--- src/rtl/square_move_receiver.sv ---
// square_move_receiver
// Receiving end of the ray/knight token broadcast for one board square.
// A capture strobe latches all incoming tokens and the square's contents,
// decides which tokens are legal moves onto this square, and then streams
// those moves one per valid/ready handshake, lowest candidate index first.
//
// Ports:
//   clk, reset_n         clock, asynchronous active-low reset
//   engine_color         side to move (1 = white)
//   capture              single-cycle strobe: latch inputs, start a scan
//   sq_piece[5:0]        this square's contents {colour, type}
//   in_<ray>[10:0]       ray tokens {colour, type[3:0], origin[5:0]}
//   in_<knight>[7:0]     knight tokens {colour, present, origin[5:0]}
//   move_valid/ready     move handshake
//   move_from/to/piece   presented move; move_to is always SQ
//   move_capture         target held an enemy piece at capture time
//   busy, done           scan in progress / one-cycle end-of-scan pulse
//
// state | meaning
// IDLE  | waiting for capture
// SCAN  | presenting latched legal moves, lowest index first
// DONE  | one-cycle done pulse, then back to IDLE
module square_move_receiver #(
  parameter logic [5:0] SQ = 6'd0
) (
  input  logic        clk,
  input  logic        reset_n,
  input  logic        engine_color,
  input  logic        capture,
  input  logic [5:0]  sq_piece,
  input  logic [10:0] in_u,
  input  logic [10:0] in_d,
  input  logic [10:0] in_l,
  input  logic [10:0] in_r,
  input  logic [10:0] in_ul,
  input  logic [10:0] in_ur,
  input  logic [10:0] in_dl,
  input  logic [10:0] in_dr,
  input  logic [7:0]  in_uul,
  input  logic [7:0]  in_uur,
  input  logic [7:0]  in_llu,
  input  logic [7:0]  in_rru,
  input  logic [7:0]  in_ddl,
  input  logic [7:0]  in_ddr,
  input  logic [7:0]  in_lld,
  input  logic [7:0]  in_rrd,
  output logic        move_valid,
  input  logic        move_ready,
  output logic [5:0]  move_from,
  output logic [5:0]  move_to,
  output logic [4:0]  move_piece,
  output logic        move_capture,
  output logic        busy,
  output logic        done
);

  localparam logic [1:0] ST_IDLE = 2'd0;
  localparam logic [1:0] ST_SCAN = 2'd1;
  localparam logic [1:0] ST_DONE = 2'd2;

  localparam logic [3:0] T_ROOK   = 4'b1000;
  localparam logic [3:0] T_QUEEN  = 4'b1100;
  localparam logic [3:0] T_BISHOP = 4'b0100;
  localparam logic [3:0] T_KING   = 4'b0010;
  localparam logic [3:0] T_PAWN   = 4'b0001;

  localparam logic [2:0] DIR_U  = 3'd0;
  localparam logic [2:0] DIR_D  = 3'd1;
  localparam logic [2:0] DIR_UL = 3'd4;
  localparam logic [2:0] DIR_UR = 3'd5;
  localparam logic [2:0] DIR_DL = 3'd6;
  localparam logic [2:0] DIR_DR = 3'd7;

  logic [10:0] ray [8];
  logic [7:0]  knt [8];

  assign ray[0] = in_u;
  assign ray[1] = in_d;
  assign ray[2] = in_l;
  assign ray[3] = in_r;
  assign ray[4] = in_ul;
  assign ray[5] = in_ur;
  assign ray[6] = in_dl;
  assign ray[7] = in_dr;
  assign knt[0] = in_uul;
  assign knt[1] = in_uur;
  assign knt[2] = in_llu;
  assign knt[3] = in_rru;
  assign knt[4] = in_ddl;
  assign knt[5] = in_ddr;
  assign knt[6] = in_lld;
  assign knt[7] = in_rrd;

  logic sq_empty, sq_enemy, target_ok;
  assign sq_empty  = (sq_piece[4:0] == 5'd0);
  assign sq_enemy  = !sq_empty && (sq_piece[5] != engine_color);
  assign target_ok = sq_empty || sq_enemy;

  // 4-bit two's complement difference in {-1, 0, +1}
  function automatic logic near1(input logic [3:0] d);
    return (d == 4'd0) || (d == 4'd1) || (d == 4'hF);
  endfunction

  function automatic logic ray_ok(input logic [10:0] tok, input logic [2:0] dir,
                                  input logic col, input logic empty,
                                  input logic enemy, input logic tgt_ok);
    logic [3:0] d_rank, d_file;
    logic       ortho, pawn_ok, type_ok;
    d_rank = {1'b0, tok[5:3]} - {1'b0, SQ[5:3]};
    d_file = {1'b0, tok[2:0]} - {1'b0, SQ[2:0]};
    ortho  = (dir < 3'd4);
    // pawn colour equals the side to move once the colour check passes
    if (tok[10])
      pawn_ok = (d_rank == 4'hF) &&
                ((dir == DIR_U && empty) || ((dir == DIR_UL || dir == DIR_UR) && enemy));
    else
      pawn_ok = (d_rank == 4'd1) &&
                ((dir == DIR_D && empty) || ((dir == DIR_DL || dir == DIR_DR) && enemy));
    case (tok[9:6])
      T_ROOK:   type_ok = ortho;
      T_BISHOP: type_ok = !ortho;
      T_QUEEN:  type_ok = 1'b1;
      T_KING:   type_ok = near1(d_rank) && near1(d_file);
      T_PAWN:   type_ok = pawn_ok;
      default:  type_ok = 1'b0;
    endcase
    return type_ok && (tok[10] == col) && tgt_ok;
  endfunction

  logic [15:0] legal;
  logic [5:0]  org_d [16];
  logic [4:0]  piece_d [16];

  always_comb begin
    for (int i = 0; i < 8; i++) begin
      legal[i]       = ray_ok(ray[i], 3'(i), engine_color, sq_empty, sq_enemy, target_ok);
      legal[8+i]     = knt[i][6] && (knt[i][7] == engine_color) && target_ok;
      org_d[i]       = ray[i][5:0];
      org_d[8+i]     = knt[i][5:0];
      piece_d[i]     = ray[i][10:6];
      piece_d[8+i]   = {knt[i][7], 4'b0000};
    end
  end

  logic [1:0]  state;
  logic [15:0] mask_q;
  logic [5:0]  org_q [16];
  logic [4:0]  piece_q [16];
  logic        cap_q;
  logic [3:0]  sel;
  logic [15:0] mask_clr;

  // lowest set bit wins; scanning downward leaves it as the final assignment
  always_comb begin
    sel = 4'd0;
    for (int i = 15; i >= 0; i--) begin
      if (mask_q[i]) sel = 4'(i);
    end
  end

  assign mask_clr = mask_q & ~(16'd1 << sel);

  // outputs are forced to their idle values outside SCAN so reset and
  // post-scan values match without extra output registers
  assign move_valid   = (state == ST_SCAN);
  assign busy         = (state == ST_SCAN);
  assign done         = (state == ST_DONE);
  assign move_to      = SQ;
  assign move_from    = move_valid ? org_q[sel]   : 6'd0;
  assign move_piece   = move_valid ? piece_q[sel] : 5'd0;
  assign move_capture = move_valid ? cap_q        : 1'b0;

  always_ff @(posedge clk or negedge reset_n) begin
    if (!reset_n) begin
      state  <= ST_IDLE;
      mask_q <= 16'd0;
      cap_q  <= 1'b0;
      for (int i = 0; i < 16; i++) begin
        org_q[i]   <= 6'd0;
        piece_q[i] <= 5'd0;
      end
    end else begin
      case (state)
        ST_IDLE: begin
          if (capture) begin
            mask_q  <= legal;
            org_q   <= org_d;
            piece_q <= piece_d;
            cap_q   <= sq_enemy;
            state   <= (legal != 16'd0) ? ST_SCAN : ST_DONE;
          end
        end
        ST_SCAN: begin
          if (move_ready) begin
            mask_q <= mask_clr;
            if (mask_clr == 16'd0) state <= ST_DONE;
          end
        end
        ST_DONE: state <= ST_IDLE;
        default: state <= ST_IDLE;
      endcase
    end
  end

endmodule

--- config.mk ---
export PLATFORM = sky130hd
export DESIGN_NAME = square_move_receiver
export DESIGN_NICKNAME = d
export VERILOG_FILES = /design/src/rtl/square_move_receiver.sv
export SDC_FILE = /design/constraint.sdc
export NUM_CORES = 1
export LEC_CHECK = 0
export BUFFER_PORTS_ARGS = -buffer_cell sky130_fd_sc_hd__buf_4
export CORE_ASPECT_RATIO = 1.4
export CORE_MARGIN = 4
export CORE_UTILIZATION = 50
export DETAILED_ROUTE_END_ITERATION = 12
export GPL_ROUTABILITY_DRIVEN = 0
export PLACE_DENSITY = 0.88
export SKIP_CTS_REPAIR_TIMING = 1
export SLEW_MARGIN = 20
export SYNTH_ARGS = -nofsm -noshare
export SYNTH_HDL_FRONTEND = slang
export SYNTH_SLANG_ARGS = --single-unit
--- constraint.sdc ---
create_clock -name clk -period 3.5 [get_ports clk]
set_input_delay 1.05 -clock clk [delete_from_list [all_inputs] [get_ports clk]]
set_output_delay 1.05 -clock clk [all_outputs]
set_load 0.02 [all_outputs]
==> reports/qor.csv <==
metric,value,unit
Syn Inst Count,1058,
reg2reg setup slack,550,ps
"Async S/R FF share, synth",100,%
Net Sw Frac,45.1,%
Finished Cell Area,11200,µm²
Hold Path Origin,org_q[17]$_DFFE_PN0P_,
Post-Synth XOR/XNOR Area,1.55,%
drt total wl,29600,µm
reg2reg path depth,10,
DRT iter0 DRCs,1055,
Crit. Startpoint,mask_q[15]$_DFFE_PN0P_,
nets@finish,1424,
P_leak,5.53,nW
Ant. Diodes,0,
first-pass GRT wire length,45700,µm
total iterations of the first detailed-routing run,6,
post-synthesis compound-gate area fraction,15.2,%
Final Hold Viols,0,
Slew Limit Headroom,42.4,%
largest family of logic cells by synthesized area,simple AND/OR/NAND/NOR gates,
total grt overflow,0,
Comb pwr share,54.9,%
Cell Int Power,6.48,mW
sequential cell area,4080,µm²
die extent in y,162,µm
multiplexer share of the synthesized area,1.65,%
Sink Count,163,
Max-Cap Viols,0,
core footprint,16700,µm²
Worst-path clk slew,70,ps
initial antenna violation count,0,
Yosys Warn Count,0,
CTS Buf Count,17,
Clock Skew,11.1,ps
clk buf depth,2,
final period demand of the worst path,4280,ps
Global Route Usage Sum,30.4,%
status,finished with violations,
"Cell Area, Placed",10500,µm²
I/O Buffers,177,
TritonCTS clock tree,built,
starting density of the core,50.7,%
most frequent cells in the layout,"nand2_1, buf_4, dfrtp_1, o21ai_0, a31oi_1",
largest net degree at the start of global routing,81,
Detailed Place HPWL,21300,µm
Area Overhead vs Synth,31.9,%
vias,8992,
Crit Path Class,register to output port,
Max VDD drop,1030,µV
die area,19200,µm²
critical path data arrival time,3230,ps
# rows,56,
worst setup margin,-782,ps
# IOs,184,
# setup viols final,11,
Cell variety after synth,59,
final worst-path cycle share,122,%
Critical Path End,move_from[0],
register bit total from synthesis,163,
unrepaired setup endpoints after global routing,yes,
Post-Synth Simple-Gate Area,29.0,%
adder-cell share of the synthesized area,0,%
sequential power share,29.3,%
ys flop type,dfrtp_1,
DRC viols,0,
Die W,118,µm
worst r2r dst,state[0]$_DFFE_PN0P_,
area of the multi-input gates,4290,µm²
Slew @ Worst Pin,850,ps
htree depth,4,
number of flops mapped to enable cells by yosys,0,
share of cells above drive strength 1,25.4,%
sw power,5.33,mW
number of fill cells,1278,
Routed Antenna Nets,0,
Worst setup EP type,output port,
Clock Latency Late Sink,440,ps
required time of the critical path,2450,ps
Syn Area/Cell,8.02,µm²
crit start category,register,
Hold Crit Class,register to register,
"Max FO, Critical Path",27,
final core utilization,66.9,%
fmax,0.234,GHz
register area share after synthesis,48.1,%
R2R Path Start,mask_q[15]$_DFFE_PN0P_,
failing checks,negative setup slack,
number of global-route vias before repair,8751,
P per Cell Area,1050,nW/µm²
DR vias/cell,6.09,
Final Slew Violations,0,
"most common cell after layout, fill and taps aside",nand2_1,
Clk network pwr share,15.7,%
post-synthesis cell area,8490,µm²
clock root buffer,clkbuf_16,
Avg WL per Cell,20.0,µm
==> worst min path at each step <==
stage / end / slack, ps / cells after the start
finish: org_q[17]$_DFFE_PN0P_ / 470 / 2
global route: piece_q[50]$_DFFE_PN0P_ / 490 / 2
CTS: piece_q[70]$_DFFE_PN0P_ / 480 / 2
detailed placement: piece_q[70]$_DFFE_PN0P_ / 460 / 2
global placement: cap_q$_DFFE_PN0P_ / 450 / 2
floorplan: cap_q$_DFFE_PN0P_ / 440 / 2
==> synthesized netlist by cell type, drive strengths merged, types with 2 or more instances <==
library cell	instances	area [µm²]
a211oi	3	22.5
a21o	4	30.0
a21oi	27	139
a221oi	4	35.0
a22o	2	17.5
a22oi	2	15.0
a311o	8	80.1
a31oi	28	175
and2	2	12.5
and4	2	17.5
buf	24	155
clkbuf	42	158
dfrtp	163	4080
inv	17	63.8
mux2i	14	140
nand2	491	1840
nand2b	6	37.5
nand3	8	40.0
nand4	3	18.8
nor2	32	120
nor2b	7	43.8
nor3	14	70.1
nor3b	2	15.0
nor4	6	50.0
nor4b	4	35.0
o211ai	2	15.0
o21a	2	15.0
o21ai	30	150
o221ai	30	263
o22ai	21	131
o311ai	2	25.0
o31a	2	17.5
o31ai	7	66.3
o41a	2	22.5
o41ai	2	17.5
or2	2	12.5
or3	2	17.5
or4	14	105
xnor2	10	87.6
xor2	5	43.8
==> per-layer routing <==
metal	routed length, µm	share of wire, %	GRT usage (%)
met1	10200	35	35.3
met2	14500	49	51.6
met3	2690	9.1	6.48
met4	2170	7.3	18.4
met5	0	0	0
==> through the flow <==
stage	cells	worst slack [ps]	power, mW	TNS, ps	hold WS (ps)
global route	1477	-832	12.4	-8070	489
floorplan	1063	-64.4	7.02	-411	440
finish	1477	-782	11.8	-7260	475
global placement	1442	-267	9.19	-1640	454
detailed placement	1442	-334	9.38	-2170	462
CTS	1474	-759	11.3	-7110	478
==> cell families (layout without fill, tap and decap cells) <==
| logic type | Yosys count | in the layout |
|---|---|---|
| buf+inv | 83 | 294 |
| xor+xnor | 15 | 15 |
| compound gates | 184 | 184 |
| other cells | 1 | 6 |
| simple gates | 598 | 598 |
| mux | 14 | 14 |
| flops | 163 | 163 |
==> power groups by stage <==
stage / clock (mW) / combinational [mW] / sequential [mW]
6_report: 1.86 / 6.49 / 3.46
5_1_grt: 1.95 / 6.94 / 3.51
4_1_cts: 1.86 / 6.08 / 3.36
3_5_place_dp: 0 / 6.01 / 3.37
3_3_place_gp: 0 / 5.83 / 3.36
2_1_floorplan: 0 / 3.87 / 3.15
==> flip-flops by register name, summed over array words and instances (netlist names) <==
name and count:
org_q 96, state 2, piece_q 48, mask_q 16
cap_q 1
==> final cells by class <==
type	instances	area share, %
tap	203	2.27
multi-input combinational	817	38.3
clock buffer	22	4.06
clock inverter	10	1.11
timing repair buffer	245	17.3
sequential	163	36.4
inverter	17	0.570
==> worst max-delay path: stages (launching register included) <==
cell      delay (ps)
dfrtp_1          410
or2b_2           210
a221oi_4          60
o41a_1           480
o31a_2           420
buf_12           180
nand2_1          150
a31oi_1          120
or4_4            560
buf_4            180
Power figures use the tool's default switching activity.
